File: src/rtl/axi_read.sv
// axi_read: AXI4 read master issuing fixed-length INCR bursts at a stepping, wrapping address and streaming beats out.
module axi_read #(
    parameter int FLIP_BYTE  = 0,
    parameter int ADDR_WIDTH = 32,
    parameter int DATA_WIDTH = 64,
    parameter int AR_LEN     = 16,
    parameter int ADDR_STEP  = 4096,
    parameter int ADDR_RANGE = 65536
) (
    input  logic                  M_RD_aclk,
    input  logic                  M_RD_aresetn,
    input  logic                  rd_en,
    output logic [DATA_WIDTH-1:0] M_RD_tdata,
    output logic                  M_RD_tvalid,
    output logic                  M_RD_tlast,
    input  logic                  M_RD_tready,
    output logic                  rd_err,
    output logic                  m_axi_arid,
    output logic [ADDR_WIDTH-1:0] m_axi_araddr,
    output logic [7:0]            m_axi_arlen,
    output logic [2:0]            m_axi_arsize,
    output logic [1:0]            m_axi_arburst,
    output logic                  m_axi_arlock,
    output logic [3:0]            m_axi_arcache,
    output logic [2:0]            m_axi_arprot,
    output logic [3:0]            m_axi_arqos,
    output logic                  m_axi_arvalid,
    input  logic                  m_axi_arready,
    input  logic                  m_axi_rid,
    input  logic [DATA_WIDTH-1:0] m_axi_rdata,
    input  logic [1:0]            m_axi_rresp,
    input  logic                  m_axi_rlast,
    input  logic                  m_axi_rvalid,
    output logic                  m_axi_rready
);
    typedef enum logic [1:0] {RD_IDLE, RD_ADDR, RD_DATA, RD_DONE} state_t;
    localparam logic [ADDR_WIDTH-1:0] LIMIT = ADDR_WIDTH'(ADDR_RANGE - ADDR_STEP);
    localparam logic [ADDR_WIDTH-1:0] STEP  = ADDR_WIDTH'(ADDR_STEP);
    localparam logic [8:0]            LAST  = 9'(AR_LEN - 1);
    state_t                  state, state_nxt;
    logic [ADDR_WIDTH-1:0]   addr;
    logic [8:0]              cnt;
    logic [DATA_WIDTH-1:0]   flipped;
    logic                    beat;
    logic                    unused_rid;
    assign unused_rid    = m_axi_rid;
    assign m_axi_arid    = 1'b0;
    assign m_axi_arlock  = 1'b0;
    assign m_axi_arcache = 4'd3;
    assign m_axi_arprot  = 3'd0;
    assign m_axi_arqos   = 4'd0;
    assign m_axi_arburst = 2'b01;
    assign m_axi_arlen   = 8'(AR_LEN - 1);
    assign m_axi_arsize  = DATA_WIDTH == 128 ? 3'd4 : DATA_WIDTH == 64 ? 3'd3 : 3'd2;
    assign m_axi_araddr  = addr;
    assign beat          = state == RD_DATA && m_axi_rvalid && M_RD_tready;
    // Byte 0 of the AXI beat lands in the most significant byte of the stream.
    always_comb begin
        flipped = '0;
        for (int i = 0; i < DATA_WIDTH / 8; i++)
            flipped[8*i +: 8] = m_axi_rdata[DATA_WIDTH-8-8*i +: 8];
    end
    always_ff @(posedge M_RD_aclk) begin
        if (!M_RD_aresetn) state <= RD_IDLE;
        else               state <= state_nxt;
    end
    always_comb begin
        state_nxt     = state;
        m_axi_arvalid = 1'b0;
        M_RD_tvalid   = 1'b0;
        M_RD_tlast    = 1'b0;
        M_RD_tdata    = '0;
        m_axi_rready  = 1'b0;
        case (state)
            RD_IDLE: state_nxt = rd_en ? RD_ADDR : RD_IDLE;
            RD_ADDR: begin
                m_axi_arvalid = 1'b1;
                state_nxt     = m_axi_arready ? RD_DATA : RD_ADDR;
            end
            RD_DATA: begin
                M_RD_tvalid  = m_axi_rvalid;
                M_RD_tlast   = m_axi_rlast;
                M_RD_tdata   = FLIP_BYTE != 0 ? flipped : m_axi_rdata;
                m_axi_rready = M_RD_tready;
                state_nxt    = beat && m_axi_rlast ? RD_DONE : RD_DATA;
            end
            RD_DONE: state_nxt = RD_IDLE;
        endcase
    end
    // Length errors only flag; the burst still ends solely on an accepted rlast.
    always_ff @(posedge M_RD_aclk) begin
        if (!M_RD_aresetn) begin
            addr   <= '0;
            cnt    <= '0;
            rd_err <= 1'b0;
        end else begin
            if (state == RD_ADDR) cnt <= '0;
            else if (beat)        cnt <= cnt + 9'd1;
            if (beat && (m_axi_rresp != 2'b00 || (m_axi_rlast && cnt != LAST) || (!m_axi_rlast && cnt == LAST)))
                rd_err <= 1'b1;
            if (state == RD_DONE) addr <= addr >= LIMIT ? '0 : addr + STEP;
        end
    end
endmodule

File: config.mk
export PLATFORM = sky130hd
export DESIGN_NAME = axi_read
export DESIGN_NICKNAME = d
export VERILOG_FILES = /design/src/rtl/axi_read.sv
export SDC_FILE = /design/constraint.sdc
export NUM_CORES = 1
export LEC_CHECK = 0
export BUFFER_PORTS_ARGS = -buffer_cell sky130_fd_sc_hd__buf_2
export CELL_PAD_IN_SITES_DETAIL_PLACEMENT = 0
export CELL_PAD_IN_SITES_GLOBAL_PLACEMENT = 1
export CORE_MARGIN = 2
export CORE_UTILIZATION = 24
export CTS_BUF_LIST = sky130_fd_sc_hd__clkbuf_4 sky130_fd_sc_hd__clkbuf_8 sky130_fd_sc_hd__clkbuf_16
export CTS_CLUSTER_SIZE = 14
export DETAILED_ROUTE_END_ITERATION = 8
export PLACE_DENSITY = 0.81
export SLEW_MARGIN = 20
export SYNTH_ARGS = -nofsm -noshare
export SYNTH_HDL_FRONTEND = slang
export SYNTH_SLANG_ARGS = --single-unit
File: constraint.sdc
create_clock -name M_RD_aclk -period 1.8 [get_ports M_RD_aclk]
set_input_delay 0.27 -clock M_RD_aclk [delete_from_list [all_inputs] [get_ports M_RD_aclk]]
set_output_delay 0.27 -clock M_RD_aclk [all_outputs]
set_load 0.03 [all_outputs]
* Yosys cells after proc, flatten, opt, wreduce, memory -nomap -nowiden
Cells that the tools add are included.
** Operators by class
- Reductions and logical operators :: 12
- Divide/modulo/power cells :: 0
- Equality and inequality tests :: 5
- $mul :: 0
- Multiplexer cells :: 10
- Add/subtract/negate cells :: 2
- Shift-type cells :: 0
- Magnitude comparators :: 1
- Bitwise logic cells :: 1
** Operators by type and width (number)
- two-way mux 64 bit :: 1
- adder 32 x 13 -> 32 bit, second input constant :: 1
- greater-or-equal comparator 32 x 16 -> 1 bit, second input constant :: 1
- two-way mux 32 bit :: 1
- adder 9 x 1 -> 9 bit, second input constant :: 1
- == test 9 x 4 -> 1 bit, second input constant :: 1
- inequality test 9 x 4 -> 1 bit, second input constant :: 1
- one-hot mux 2 bit (4 select lines) :: 1
- logical AND 1 bit :: 6
- two-way mux 1 bit :: 6
- == test 2 bit, second input constant :: 2
- == test 2 x 1 -> 1 bit, second input constant :: 1
- logical NOT 2 bit :: 1
- logical OR 1 bit :: 2
- two-way mux 2 bit :: 1
- nonzero test 2 bit :: 1
- OR reduction 2 bit :: 1
- logical NOT 1 bit :: 1
- NOT 1 bit :: 1
** Storage, ports and cells
- Word-level logic and storage cells :: 35
- Latch bits :: 0
- Memory bits (writable) :: 0
- Output and inout bits :: 127
- Flip-flop bits (word level) :: 44
- Memories :: 0
- ROM bits :: 0

* Logic depth before layout (Yosys ltp)
Gate-level depths: netlist (run 1).
- Word-level depth :: 6
- Depth in mapped cells :: 6
- Gate-level depth less buffers :: 5

* Least setup slack after synthesis (run 1)
OpenSTA, ideal clock, no wires.
- Path type :: register to register
- Start :: reg addr[12], in the netlist m_axi_araddr[12]
- End :: reg addr[12], in the netlist m_axi_araddr[12]
- Path buffers :: 1
- Cell stages (with the launch flop) :: 7
- Slack :: 14 ps
- Data arrival time :: 1654 ps
- Setup time :: 132 ps
- Cells stage by stage :: dfxtp_1 > ha_1 > nand2_1 > o211a_1 > a31oi_1 > clkbuf_1 > nor3_1
** Between the ends
- Word-level cells in the longest chain between the ends :: 2
** RTL lines
- start, declared :: line 41 : logic [ADDR_WIDTH-1:0] addr;
- start signal, assigned :: line 101 : if (state == RD_DONE) addr <= addr >= LIMIT ? '0 : addr + STEP;
- adder 32 x 13 -> 32 bit or greater-or-equal comparator 32 x 16 -> 1 bit (tied branches) :: line 101
- two-way mux 32 bit (*) :: line 101
Every way passes the cells marked *; elsewhere a longest branch is shown, timed or not.
A chain may end at the register's enable or synchronous reset.

* Worst setup path after layout (run 1)
- Start :: reg state[0]
- End :: out M_RD_tdata[11]
** Between the ends
- Word-level cells in the longest chain between the ends :: 2
** RTL lines
- start, declared :: line 40 : state_t state, state_nxt;
- start signal, assigned :: line 65 : else state <= state_nxt;
- == test 2 bit :: line 74 : case (state)
- two-way mux 64 bit :: line 74
- end, declared :: line 13 : output logic [DATA_WIDTH-1:0] M_RD_tdata,
No other way between the ends.

==> results.json, run 1 <==
{
  "syn_avg_cell_area_sq_um": 7.93,
  "drt_wl_total_mm": 6.99,
  "period_share": 0.963,
  "r2r_start": "m_axi_araddr[13]$_SDFFE_PN0P_",
  "grt.met3_usage": 0.0236,
  "antenna_cells": 0,
  "total_power_uw": 1800,
  "worstPathArrival_ns": 1.46,
  "final_max_slew_viol_count": 0,
  "finalHoldViolations": 0,
  "wl_per_cell_microns": 12.6,
  "synthCells": 282,
  "layout_min_cycle_time_ns": 1.73,
  "grt.overflow.total": 0,
  "grt_usage": 0.124,
  "min_to": "rd_err$_SDFFE_PN0P_",
  "core_area_sq_um": 9150,
  "power_density_nw_per_um2": 558,
  "grt_pass1_vias": 1987,
  "path_class": "flip-flop to primary output",
  "async_reset_ff_frac": 0,
  "synth.yosys.warnings": 0,
  "gp_congestion": 0.834,
  "cap_violations": 0,
  "hold_depth": 3,
  "final_common_cell": "buf_2",
  "synth_area_sq_um": 2240,
  "crit_path_start_kind": "flip-flop",
  "rr_endpoint": "m_axi_araddr[30]$_SDFFE_PN0P_",
  "cts_sinks": 32,
  "die_h_microns": 101,
  "cts_tree": "built",
  "max_freq_mhz": 577,
  "final_cell_mix": "134 x buf_2, 69 x and2_1, 38 x conb_1",
  "cp_max_fo": 34,
  "grt_pass1_wl_mm": 10.1,
  "dr.pass1.iters": 4,
  "drive_gt1_frac": 0.420,
  "cts-root-buf": "clkbuf_8",
  "cts.reportedPaths.clkPinSlew_ns": 0.07,
  "ys.flop_type": "dfxtp_1",
  "htree_levels": 2,
  "ant_nets": 0,
  "clock-skew-final_ns": 0.0100,
  "r2r_slack_ns": 0.16,
  "grt_max_degree": 69,
  "ys_seq_elements": 32,
  "clkLatencyLatePin_ns": 0.28,
  "ys_seq_area_frac": 0.287,
  "grtUsageMet2": 0.209,
  "place_ws_ns": 0.173,
  "cts_buffer_depth": 2,
  "start_util": 0.244,
  "antenna_found_initial": 0,
  "fin_ws_ns": 0.0665,
  "ios": 201,
  "busiest_layer": "met2",
  "vias": 2372,
  "cp.required_ns": 1.53,
  "worstRegToRegCells": 6,
  "area_delta_synth_final_pct": 44.4,
  "synth_edf_count": 0,
  "dpl.hpwl_mm": 5.29,
  "setup_viol": 0,
  "rows": 35,
  "hp-class": "input pin to flip-flop",
  "viasPerCell": 4.28,
  "p_leak_uw": 0.00170,
  "die_x_microns": 101,
  "cts_buffers": 5,
  "fin_setup_tns_ns": 0,
  "worst_setup_path_end_kind": "primary output",
  "place_inst": 544,
  "numPortBuffers": 161,
  "use_met1": 0.169,
  "min_from": "m_axi_rresp[0]",
  "dieArea_sq_um": 10100,
  "max-vdd-ir-drop_uv": 262,
  "drc": 0,
  "drt_iter0_markers": 59,
  "status": "completed",
  "layout.nets": 518,
  "synth_cell_types": 37,
  "instances_no_fill": 554
}
==> sequential cells by signal, indices dropped and copies added, names as in the netlist <==
register / flops
cnt: 9
m_axi_araddr: 20
rd_err: 1
state: 2
==> cell type report <==
class	count	area, sq um
Clock inverter	1	7.51
Tap cell	111	139
Sequential cell	32	648
Inverter	4	15.0
Fill cell	986	5920
Multi-Input combinational cell	228	1350
Timing Repair Buffer	171	978
Clock buffer	7	90.1
==> power by group <==
group          total [uW]  switching, uW  internal [uW]
logic                 490            329            160
clock network         592            266            326
registers             720           6.81            714
total                1800            602           1200
==> synth_stat cells, types with 2 or more instances <==
master | count | area [sq um]
conb_1 | 2 | 7.51
nand2_1 | 7 | 26.3
nor4_1 | 7 | 43.8
a31oi_1 | 4 | 25.0
ha_1 | 2 | 25.0
and3_1 | 6 | 37.5
buf_2 | 2 | 10.0
buf_4 | 39 | 293
xor2_1 | 8 | 70.1
and4_1 | 3 | 26.3
mux2i_1 | 2 | 20.0
nor3b_1 | 2 | 15.0
o21ai_0 | 3 | 15.0
clkbuf_1 | 11 | 41.3
or3_1 | 2 | 12.5
nand3_1 | 8 | 40.0
nand4_1 | 4 | 25.0
nor2b_1 | 2 | 12.5
buf_6 | 2 | 22.5
nor3_1 | 22 | 110
inv_1 | 4 | 15.0
a41oi_1 | 3 | 26.3
a21oi_1 | 4 | 20.0
nor2_1 | 14 | 52.6
xnor2_1 | 8 | 70.1
dfxtp_1 | 32 | 641
and2_1 | 69 | 432
==> timing repair <==
item                                    4_1_cts  5_1_grt
cloned                                        0        1
hold buffers                                  0        0
endpoints found under the setup margin       67       67
buffers inserted                              0        1
gates resized for setup                       2       30
==> worst max-delay path by stage <==
stage,from,endpoint,cells after the start
after global placement,m_axi_araddr[13]$_SDFFE_PN0P_,m_axi_araddr[13]$_SDFFE_PN0P_,6
after floorplan,m_axi_araddr[12]$_SDFFE_PN0P_,m_axi_araddr[12]$_SDFFE_PN0P_,6
after CTS,state[0]$_SDFF_PN0_,M_RD_tvalid,4
after global routing,state[0]$_SDFF_PN0_,M_RD_tdata[11],4
after detailed placement,m_axi_araddr[13]$_SDFFE_PN0P_,m_axi_araddr[26]$_SDFFE_PN0P_,6
final,state[0]$_SDFF_PN0_,M_RD_tdata[11],4
==> logic make-up (layout without fill, tap and decap cells) <==
family | after synthesis | count (layout) | synth area share
compound gates | 18 | 18 | 0.0560
buf+inv | 58 | 183 | 0.171
fa+ha+maj | 2 | 2 | 0.0112
other cells | 2 | 38 | 0.00336
simple gates | 152 | 152 | 0.401
xor+xnor | 16 | 16 | 0.0627
mux | 2 | 2 | 0.00895
flops | 32 | 32 | 0.287
==> stage by stage <==
stage,hold WS (ns),util,cell area (sq um)
2_1_floorplan,0.408,-,2370
3_3_place_gp,0.476,0.330,3020
3_5_place_dp,0.485,0.330,3020
4_1_cts,0.250,0.341,3120
5_1_grt,0.268,0.353,3230
6_report,0.256,0.353,3230
==> worst max-delay path, stage by stage (launching register included) <==
cell	delay (ns)
dfxtp_4	0.35
and2b_2	0.27
clkbuf_16	0.21
and2_1	0.15
buf_2	0.20
==> routing by layer <==
metal	up-vias	wire length, microns	part of all wire
met5	-	0	0
met4	0	28	0.0040
met3	5	353	0.051
met2	89	3370	0.48
met1	1096	3240	0.46
li1	1182	-	-
No activity file was read; power rests on OpenSTA's default activity.
==> run 2, diff against run 1 <==
--- a/config.mk
+++ b/config.mk
@@ -6,14 +6,12 @@
 export NUM_CORES = 1
 export LEC_CHECK = 0
 export BUFFER_PORTS_ARGS = -buffer_cell sky130_fd_sc_hd__buf_2
-export CELL_PAD_IN_SITES_DETAIL_PLACEMENT = 0
-export CELL_PAD_IN_SITES_GLOBAL_PLACEMENT = 1
 export CORE_MARGIN = 2
-export CORE_UTILIZATION = 24
+export CORE_UTILIZATION = 30
 export CTS_BUF_LIST = sky130_fd_sc_hd__clkbuf_4 sky130_fd_sc_hd__clkbuf_8 sky130_fd_sc_hd__clkbuf_16
 export CTS_CLUSTER_SIZE = 14
 export DETAILED_ROUTE_END_ITERATION = 8
-export PLACE_DENSITY = 0.81
+export PLACE_DENSITY = 0.69
 export SLEW_MARGIN = 20
 export SYNTH_ARGS = -nofsm -noshare
 export SYNTH_HDL_FRONTEND = slang
==> results.json, run 2 (synthesized netlist as in run 1, its figures left out) <==
{
  "total_power_uw": 1800,
  "setup_viol": 0,
  "cts_tree": "built",
  "cts.reportedPaths.clkPinSlew_ns": 0.06,
  "ant_nets": 0,
  "grt_max_degree": 56,
  "place_area_sq_um": 2990,
  "wl_per_cell_microns": 14.2,
  "area_delta_synth_final_pct": 40.4,
  "period_share": 0.960,
  "core_area_sq_um": 7250,
  "fin_setup_tns_ns": 0,
  "final_common_cell": "buf_2",
  "die_x_microns": 90.3,
  "worst_setup_path_end_kind": "primary output",
  "start_util": 0.308,
  "p_leak_uw": 0.00172,
  "numPortBuffers": 161,
  "dpl.hpwl_mm": 6.13,
  "cts_sinks": 32,
  "cap_violations": 0,
  "critPathSlowestCell": "dfxtp_4",
  "htree_levels": 2,
  "cts-root-buf": "clkbuf_8",
  "cp.required_ns": 1.53,
  "place_inst": 530,
  "grt_pass1_wl_mm": 11.2,
  "path_cells": "and2b_2, clkbuf_16, and2_1, buf_2",
  "rsz0062_at_grt": "false",
  "drc": 0,
  "worstPathArrival_ns": 1.46,
  "max_freq_mhz": 579,
  "clock-skew-final_ns": 0.00276,
  "rows": 31,
  "path_class": "flip-flop to primary output",
  "dr.pass1.iters": 4,
  "grt.overflow.total": 0,
  "hold_buffers": 0,
  "antenna_cells": 0,
  "layout.nets": 516,
  "dieArea_sq_um": 8160,
  "grt_pass1_vias": 2042,
  "final_max_slew_viol_count": 0,
  "clkLatencyLatePin_ns": 0.28,
  "final_cell_mix": "159 x buf_2, 69 x and2_1, 38 x conb_1",
  "fillers": 779,
  "ios": 201,
  "die_h_microns": 90.3,
  "drt_wl_total_mm": 7.65,
  "finalInstanceArea_sq_um": 3140,
  "cts_buffers": 5,
  "drt_iter0_markers": 96,
  "gp_congestion": 0.859,
  "cp_max_fo": 27,
  "grt_usage": 0.175,
  "viasPerCell": 4.41,
  "hp-class": "input pin to flip-flop",
  "antenna_found_initial": 0,
  "crit_path_start_kind": "flip-flop",
  "status": "completed",
  "critPathMaxStageDelay_ns": 0.41,
  "power_density_nw_per_um2": 574,
  "vias": 2381,
  "instances_no_fill": 540,
  "layout_min_cycle_time_ns": 1.73,
  "hold_ws_ns": 0.266,
  "cts_buffer_depth": 2,
  "largest_reg_flops": 20,
  "drive_gt1_frac": 0.417,
  "max-vdd-ir-drop_uv": 407,
  "finalHoldViolations": 0
}
run 2: repair_timing:
action                                  CTS  global route
endpoints found under the setup margin   67            67
buffers inserted                          0             1
gates cloned                              0             1
gates resized for setup                   2             6
run 2: metal layers:
layer	part of all wire	vias to the layer above	wire [microns]	global-route usage
met5	0	-	0	0
met4	0.0041	0	31	0.0269
met3	0.082	4	628	0.0417
met2	0.42	106	3190	0.243
met1	0.50	1092	3790	0.275
li1	-	1179	-	-
run 2: path summary, 6_finish.rpt:
check	slack, ns	cells past startpoint	startpoint	endpoint
worst min-delay path	0.27	3	M_RD_aresetn	rd_err$_SDFFE_PN0P_
worst max register to register	0.21	6	m_axi_araddr[12]$_SDFFE_PN0P_	m_axi_araddr[30]$_SDFFE_PN0P_
worst min register to register	0.50	2	cnt[8]$_SDFFE_PP0P_	cnt[8]$_SDFFE_PP0P_
worst max-delay path	0.07	4	state[1]$_SDFFE_PN0P_	M_RD_tdata[48]
run 2: power by group:
group          switching [uW]  internal (uW)  leakage (uW)
sequential               9.19            714      0.000259
clock                     251            342     0.0000523
combinational             339            149       0.00140
total                     599           1200       0.00172
run 2: through the flow:
stage / util / worst slack [ns]
final: 0.433 / 0.0723
after global routing: 0.433 / 0.00264
after CTS: 0.426 / 0.00248
after floorplan: - / 0.0142
after detailed placement: 0.412 / 0.186
after global placement: 0.412 / 0.217
run 2: final cells by class:
cell class                      count  area, sq um  share of cell area
Sequential cell                    32          648               0.206
Timing Repair Buffer              169          905               0.288
Tap cell                           99          124              0.0395
Inverter                            4         15.0             0.00478
Multi-Input combinational cell    228         1350               0.430
Clock buffer                        8         97.6              0.0311
run 2: critical path: cells and delay by family (launching register included):
kind          cells  cell delay [ns]
simple gates      2             0.37
buf+inv           2             0.39
flops             1             0.41
